==> config.mk <==
export PLATFORM = sky130hd
export DESIGN_NAME = led_step_gen
export DESIGN_NICKNAME = d
export VERILOG_FILES = /design/src/rtl/led_step_gen.sv
export SDC_FILE = /design/constraint.sdc
export NUM_CORES = 1
export LEC_CHECK = 0
export ABC_AREA = 1
export BUFFER_PORTS_ARGS = -buffer_cell sky130_fd_sc_hd__buf_2
export CAP_MARGIN = 20
export CELL_PAD_IN_SITES_DETAIL_PLACEMENT = 1
export CELL_PAD_IN_SITES_GLOBAL_PLACEMENT = 2
export CORE_MARGIN = 8
export CORE_UTILIZATION = 35
export DETAILED_ROUTE_END_ITERATION = 6
export GPL_ROUTABILITY_DRIVEN = 0
export PLACE_DENSITY_LB_ADDON = 0.1
export SETUP_SLACK_MARGIN = 0.2
export SYNTH_ARGS = -nofsm -noshare
export SYNTH_HDL_FRONTEND = slang
export SYNTH_SLANG_ARGS = --single-unit
==> constraint.sdc <==
create_clock -name clk -period 3.3 [get_ports clk]
set_input_delay 0.66 -clock clk [delete_from_list [all_inputs] [get_ports clk]]
set_output_delay 0.66 -clock clk [all_outputs]
set_load 0.01 [all_outputs]
==> src/rtl/led_step_gen.sv <==
// Step-enable generator for the running-LED shifter: a four-speed prescaler with
// a pause control, driven by two synchronised and debounced push-buttons.
module led_step_gen #(
  parameter int BASE_DIV  = 5000000,
  parameter int DB_CYCLES = 500000,
  parameter int CNT_W     = 24
) (
  input  logic       clk,
  input  logic       reset,
  input  logic       btn_speed,
  input  logic       btn_pause,
  output logic       step,
  output logic [1:0] speed,
  output logic       running
);

  localparam logic [CNT_W-1:0] DB_LAST = CNT_W'(DB_CYCLES - 1);
  localparam logic [CNT_W-1:0] P0_LAST = CNT_W'(BASE_DIV - 1);
  localparam logic [CNT_W-1:0] P1_LAST = CNT_W'(BASE_DIV / 2 - 1);
  localparam logic [CNT_W-1:0] P2_LAST = CNT_W'(BASE_DIV / 4 - 1);
  localparam logic [CNT_W-1:0] P3_LAST = CNT_W'(BASE_DIV / 8 - 1);

  // Bit 0 is the speed button, bit 1 the pause button.
  logic [1:0] btn_raw;
  logic [1:0] press;

  assign btn_raw = {btn_pause, btn_speed};

  generate
    for (genvar gi = 0; gi < 2; gi++) begin : gen_btn
      logic             meta_q;
      logic             sync_q;
      logic             deb_q;
      logic             deb_d;
      logic             press_q;
      logic             press_d;
      logic [CNT_W-1:0] cnt_q;
      logic [CNT_W-1:0] cnt_d;

      // Any cycle where sync agrees with deb restarts the stability count.
      always_comb begin
        cnt_d   = '0;
        deb_d   = deb_q;
        if (sync_q != deb_q) begin
          if (cnt_q == DB_LAST) begin
            deb_d = ~deb_q;
          end else begin
            cnt_d = cnt_q + CNT_W'(1);
          end
        end
        press_d = deb_d & ~deb_q;
      end

      always_ff @(posedge clk or posedge reset) begin
        if (reset) begin
          meta_q  <= 1'b0;
          sync_q  <= 1'b0;
          deb_q   <= 1'b0;
          press_q <= 1'b0;
          cnt_q   <= '0;
        end else begin
          meta_q  <= btn_raw[gi];
          sync_q  <= meta_q;
          deb_q   <= deb_d;
          press_q <= press_d;
          cnt_q   <= cnt_d;
        end
      end

      assign press[gi] = press_q;
    end
  endgenerate

  logic             speed_ev;
  logic             pause_ev;
  logic [1:0]       speed_q;
  logic [1:0]       speed_d;
  logic             running_q;
  logic             running_d;
  logic             step_q;
  logic             step_d;
  logic [CNT_W-1:0] pre_q;
  logic [CNT_W-1:0] pre_d;
  logic [CNT_W-1:0] per_last;

  assign speed_ev = press[0];
  assign pause_ev = press[1];

  always_comb begin
    case (speed_q)
      2'd0:    per_last = P0_LAST;
      2'd1:    per_last = P1_LAST;
      2'd2:    per_last = P2_LAST;
      default: per_last = P3_LAST;
    endcase
  end

  // Either button event freezes counting for that cycle; a speed event also
  // restarts the period so the counter can never sit above the new limit.
  always_comb begin
    speed_d   = speed_q;
    running_d = running_q;
    pre_d     = pre_q;
    step_d    = 1'b0;
    if (speed_ev) begin
      speed_d = speed_q + 2'd1;
      pre_d   = '0;
    end
    if (pause_ev) begin
      running_d = ~running_q;
    end
    if (!speed_ev && !pause_ev && running_q) begin
      if (pre_q == per_last) begin
        pre_d  = '0;
        step_d = 1'b1;
      end else begin
        pre_d = pre_q + CNT_W'(1);
      end
    end
  end

  always_ff @(posedge clk or posedge reset) begin
    if (reset) begin
      speed_q   <= 2'd0;
      running_q <= 1'b1;
      step_q    <= 1'b0;
      pre_q     <= '0;
    end else begin
      speed_q   <= speed_d;
      running_q <= running_d;
      step_q    <= step_d;
      pre_q     <= pre_d;
    end
  end

  assign step    = step_q;
  assign speed   = speed_q;
  assign running = running_q;

endmodule

==> results.toml, run 1 <==
[outcome]
status = "finished, final reports clean"

[timing]
slew_headroom_pct = 59.13
fin_crit_ns = 2.357
finalSetupTns_ns = 0
final.setup_skew_ns = 0.01177
hold_slack_ns = 0.3517
hold_viol = 0
fin_crit_sh_pct = 71.42
max_freq_mhz = 424.3
maxSlewViolCount = 0
rsz0062_at_grt = "false"
finalSetupViolCount = 0
worstMarginPinSlew_ns = 0.6123

[pwr]
pwr-share-seq_pct = 47.2
p_sw_mw = 0.4768
cellInternalPower_mw = 1.735
p_per_area_nw_per_um2 = 379.4
switching_share_pct = 21.55
ir_drop_mv = 0.2175
p_leak_nw = 2.557
p_clk_share_pct = 50.5
comb_power_share_pct = 2.4

[synthesis]
yosysSeqAreaShare_pct = 39.83
postSynthCellCount = 760
yosys_warnings = 0
synth_nets = 773
ys_async_sr_fraction_pct = 100.0
ys.flop_type = "dfrtp_1"
synth.distinct_cells = 36
ys_ff_latch = 84
synth_edf_count = 0
syn_avg_cell_area_sq_um = 6.947
netlist_area_sq_um = 5280

[clock_network]
cts_buffers = 9
cts_buffer_depth = 2
post_cts_buffers = 0
clkTransAtPathRegs_ns = 0.07
postCtsHoldBufs = 0
clock_latency_ns = 0.35
htree_levels = 3
postCtsResizedCells = 0
clock_sinks = 84
cts_tree = "done"
root_buffer = "clkbuf_16"

[cells_and_area]
final_cell_mix = "nand2_1, nor2_1, inv_1"
fill_cells = 1890
multi_input_area_sq_um = 2748
final_common_cell = "nand2_1"
final-seq-area_sq_um = 2103
fin_nets = 783
n_antenna_cell = 0
area_growth_pct = 10.43
drive_gt1_share_pct = 5.935

[grt]
antenna_found_initial = 0
grt_pass1_vias = 5215
grt-ovfl-total = 0
grt_pass1_wl_um = 26340
groute.usage.overall_pct = 16.79
grt_max_degree = 52

[route]
wl_um = 15460
viasPerCell = 5.076
vias = 4888
post-route-drc-count = 0
wl_per_cell_um = 16.05
ant_nets = 0
drtIter0Drc = 208
drt_first_pass_iters = 4

[setup_path]
r2r-start = "speed[1]"
path_max_fanout = 22
crit_type = "reg2reg"
path_delay_family = "simple AND/OR/NAND/NOR gates"
r2r_end = "pre_q[3]"
r2r_slack_ns = 0.94
crit_slowest_cell = "dfrtp_1"
crit_arrival_ns = 2.58
end_kind = "flop"
r2r_cells = 12
cp_cell_sequence = "inv_1 > ha_1 > inv_1 > nand3_1 > nand2_1 > inv_1 > nor2_1 > nand2_1 > nor2_2 > nand2_2 > nand3_1 > nand2_1"
cpPeakStageDelay_ns = 0.45
cp-start-kind = "flop"
critPathRequiredTime_ns = 3.53
cp_num_buf_inv = 3

[die]
fp-row-count = 45
io_pins = 8
coreArea_sq_um = 14980
die_h_um = 138.8
die_x_um = 138.8
die_area_sq_um = 19270
start_util_pct = 35.25

[placement]
io_buffers = 7
dp_hpwl_um = 11920

[job]
max_cap_violations = 0

[hold_path]
hold_path_class = "in2async"
## stage by stage
step	power [mW]	instance area [sq um]	util, %	std cells	setup slack (ns)
4_1_cts	2.244	5831	38.93	963	0.9376
3_5_place_dp	1.118	5510	36.79	947	0.9724
6_report	2.212	5831	38.93	963	0.9431
5_1_grt	2.295	5831	38.93	963	0.7322
2_1_floorplan	1.097	5280	-	760	0.4765
3_3_place_gp	1.118	5510	36.79	947	1.099
## flip-flops by register name (all words and copies together), names as in the netlist
register	count
gen_btn.sync_q	2
speed	2
running	1
gen_btn.press_q	2
gen_btn.cnt_q	48
gen_btn.deb_q	2
pre_q	24
step	1
gen_btn.meta_q	2
## Yosys cell counts (2+ instances only)
library cell	n	area (sq um)
nand2_1	206	773.2
nor2_1	143	536.8
inv_1	90	337.8
dfrtp_1	83	2077
nand3_1	58	290.3
nor3_1	33	165.2
xor2_1	29	254.0
nand4_1	24	150.1
o21ai_0	17	85.08
a21oi_1	11	55.05
ha_1	9	112.6
xnor2_1	7	61.31
nor2_2	6	37.54
nor3b_1	6	45.04
nor4_1	4	25.02
buf_2	3	15.01
buf_4	3	22.52
buf_6	3	33.78
nand3_2	3	30.03
clkbuf_1	2	7.510
inv_2	2	7.510
nand2_2	2	12.51
nor3_2	2	20.02
o22ai_1	2	12.51
## area by class of cell
| cell class | instances | share of cell area (%) |
|---|---|---|
| inverters | 92 | 5.944 |
| flip-flops and latches | 84 | 36.07 |
| repair buffers | 11 | 1.330 |
| clock inverters | 4 | 1.266 |
| well taps | 188 | 4.034 |
| multi-input cells | 572 | 47.12 |
| clock buffers | 12 | 4.227 |
## metal layers
layer / wire length [um] / share of wire (%) / GRT usage, % / vias to the layer above
li1: - / - / - / 2436
met1: 7000 / 45 / 20.15 / 2369
met2: 7555 / 49 / 28.95 / 55
met3: 422 / 2.7 / 3.098 / 28
met4: 480 / 3.1 / 7.048 / 0
met5: 0 / 0 / 0 / -
## cells by family (layout without fill, tap and decap cells)
logic type	count (synthesis)	in the layout	synth area share (%)
adders and majority gates	9	9	2.133
xor gates and xnor gates	36	36	5.972
AOI/OAI and AO/OA	35	35	3.578
buffers and inverters	104	119	8.175
DFF	84	84	39.83
and+or+nand+nor	492	492	40.31
## worst max path at each step
stage | endpoint | start | cells past startpoint | slack (ns)
floorplan | gen_btn[0].cnt_q[0] | reset | 1 | 0.48
global placement | pre_q[15] | speed[1] | 12 | 1.10
detailed placement | pre_q[3] | speed[0] | 12 | 0.97
CTS | pre_q[3] | speed[0] | 12 | 0.94
global route | pre_q[9] | speed[1] | 12 | 0.73
finish | pre_q[3] | speed[1] | 12 | 0.94
## power by group through the flow
stage | logic [mW] | registers [mW] | clock network, mW
after global routing | 0.0633 | 1.04 | 1.19
after detailed placement | 0.0559 | 1.06 | 0
after floorplan | 0.0352 | 1.06 | 0
after global placement | 0.0555 | 1.06 | 0
after CTS | 0.0559 | 1.04 | 1.14
final | 0.0528 | 1.04 | 1.12
Power figures use the tool's default switching activity.
==> run 2, diff against run 1 <==
Settings changed: CORE_UTILIZATION 35 to 33.
Clock period 3.3 ns to 2.05 ns, I/O delays scaled along.
==> run 2 against run 1 <==
  * Sequential power grew 62%
  * Worst setup slack lost 0.74 ns
  * Global-route usage grew 0.16 points
  * Clock skew shrank 0.0062 ns
  * Register-to-register slack lost 0.74 ns
  * Maximum frequency grew 27%
  * Core utilization grew 1.1 points
  * Critical path type unchanged
  * Count of clock-buffer cells in the layout shrank 3
==> results.toml, run 2 (same netlist as run 1, synthesis figures left out) <==
[timing]
maxSlewViolCount = 0
max_freq_mhz = 540.6
hold_viol = 0
hold_slack_ns = 0.1339
fin_crit_sh_pct = 90.24
rsz0062_at_grt = "true"
worstMarginPinSlew_ns = 0.3975
fin_crit_ns = 1.850
finalSetupViolCount = 0
slew_headroom_pct = 73.30
finalSetupTns_ns = 0
fin_ws_ns = 0.2001
final.setup_skew_ns = 0.005622

[cells_and_area]
top_regs = "gen_btn.cnt_q: 48 flops, pre_q: 24 flops"
area_growth_pct = 19.43
fin_area_sq_um = 6306
fin_nets = 804
final_common_cell = "nand2_1"
n_antenna_cell = 0
final_cell_mix = "nand2_1, nor2_1, inv_1"
utilization_pct = 39.99
largest_reg_flops = 48
drive_gt1_share_pct = 14.45
largest-register = "gen_btn.cnt_q"

[route]
post-route-drc-count = 0
wl_um = 16060
drtIter0Drc = 220
vias = 4955
drt_first_pass_iters = 4
viasPerCell = 4.896
ant_nets = 0
wl_per_cell_um = 15.87

[placement]
io_buffers = 7
pre_cts_slack_ns = 0.06285
placed_cell_area_sq_um = 5645
dp_hpwl_um = 12380

[die]
coreArea_sq_um = 15770
die_x_um = 142.5
die_h_um = 142.5
die_area_sq_um = 20300
io_pins = 8
start_util_pct = 33.48
fp-row-count = 46

[clock_network]
clock_sinks = 84
cts_buffer_depth = 2
root_buffer = "clkbuf_16"
htree_levels = 3
cts_buffers = 9
postCtsHoldBufs = 0
cts_tree = "done"
clkTransAtPathRegs_ns = 0.07
clock_latency_ns = 0.35

[setup_path]
crit_type = "reg2reg"
cp_cell_sequence = "inv_4 > ha_4 > buf_6 > xor2_1 > nor2_1 > nand2_1 > nor2_2 > nand2_4 > buf_12 > nand3_1 > nand2_1"
crit_arrival_ns = 2.08
cp-start-kind = "flop"
path_max_fanout = 8
cp_common_cell = "nand2_1"
critPathRequiredTime_ns = 2.28
end_kind = "flop"
cpPeakStageDelay_ns = 0.44
crit_slowest_cell = "dfrtp_2"

[grt]
grt_pass1_wl_um = 27260
grt_pass1_vias = 5272
groute.usage.overall_pct = 16.95
grt_max_degree = 37
antenna_found_initial = 0
grt-ovfl-total = 0

[pwr]
ir_drop_mv = 0.4639
p_per_area_nw_per_um2 = 553.8
p_leak_nw = 2.711

[hold_path]
hold_path_class = "in2async"

[outcome]
status = "finished, final reports clean"

[job]
max_cap_violations = 0
## run 2: layout make-up
| class | instances | area, sq um |
|---|---|---|
| fillers | 2035 | 9464 |
| multi-input cells | 572 | 2959 |
| flip-flops and latches | 84 | 2106 |
| inverters | 92 | 361.6 |
| repair buffers | 32 | 302.8 |
| well taps | 216 | 270.3 |
| clock buffers | 9 | 225.2 |
| clock inverters | 7 | 81.33 |
## run 2: repair_timing
item | 4_1_cts | 5_1_grt
pin swaps | 7 | 18
resized for setup | 26 | 42
endpoints found under the setup margin | 22 | 38
buffers inserted | 4 | 5
gates cloned | 1 | 0
## run 2: per-stage QoR
step | power [mW] | std cells
after floorplan | 1.766 | 760
after global placement | 1.807 | 986
after detailed placement | 1.811 | 986
after CTS | 3.564 | 1007
after global routing | 3.637 | 1012
final | 3.492 | 1012
## run 2: critical path: cells and delay by family (launching register included)
family | cells | cell delay, ns
adder cells (fa/ha/maj) | 1 | 0.23
AND/OR/NAND/NOR | 6 | 0.52
XOR/XNOR | 1 | 0.15
flip-flops | 1 | 0.44
buffers and inverters | 3 | 0.38
## run 2: report_power, final
part / leakage (nW) / total [mW] / switching (mW) / internal (mW)
logic: 1.41 / 0.0995 / 0.0688 / 0.0307
registers: 1.15 / 1.68 / 0.00887 / 1.67
clock network: 0.153 / 1.71 / 0.747 / 0.967
## run 2: per-layer routing
| layer | part of all wire [%] | vias to the layer above | GRT usage (%) |
|---|---|---|---|
| met4 | 1.8 | 0 | 5.761 |
| met3 | 2.7 | 18 | 2.918 |
| met2 | 50 | 64 | 28.73 |
| met1 | 45 | 2407 | 21.30 |
| li1 | - | 2466 | - |
| met5 | 0 | - | 0 |
## run 2: final timing paths
check                                  start                  end  slack, ns  cells after the start
min in group clk                   btn_speed    gen_btn[0].meta_q       0.16                      1
hold reg to reg            gen_btn[0].meta_q    gen_btn[0].sync_q       0.35                      0
setup / recovery                    speed[0]             pre_q[1]       0.20                     11
hold / removal                         reset  gen_btn[0].cnt_q[0]       0.13                      3
setup reg to reg                    speed[0]             pre_q[1]       0.20                     11
max in group asynchronous              reset              running       1.63                      3
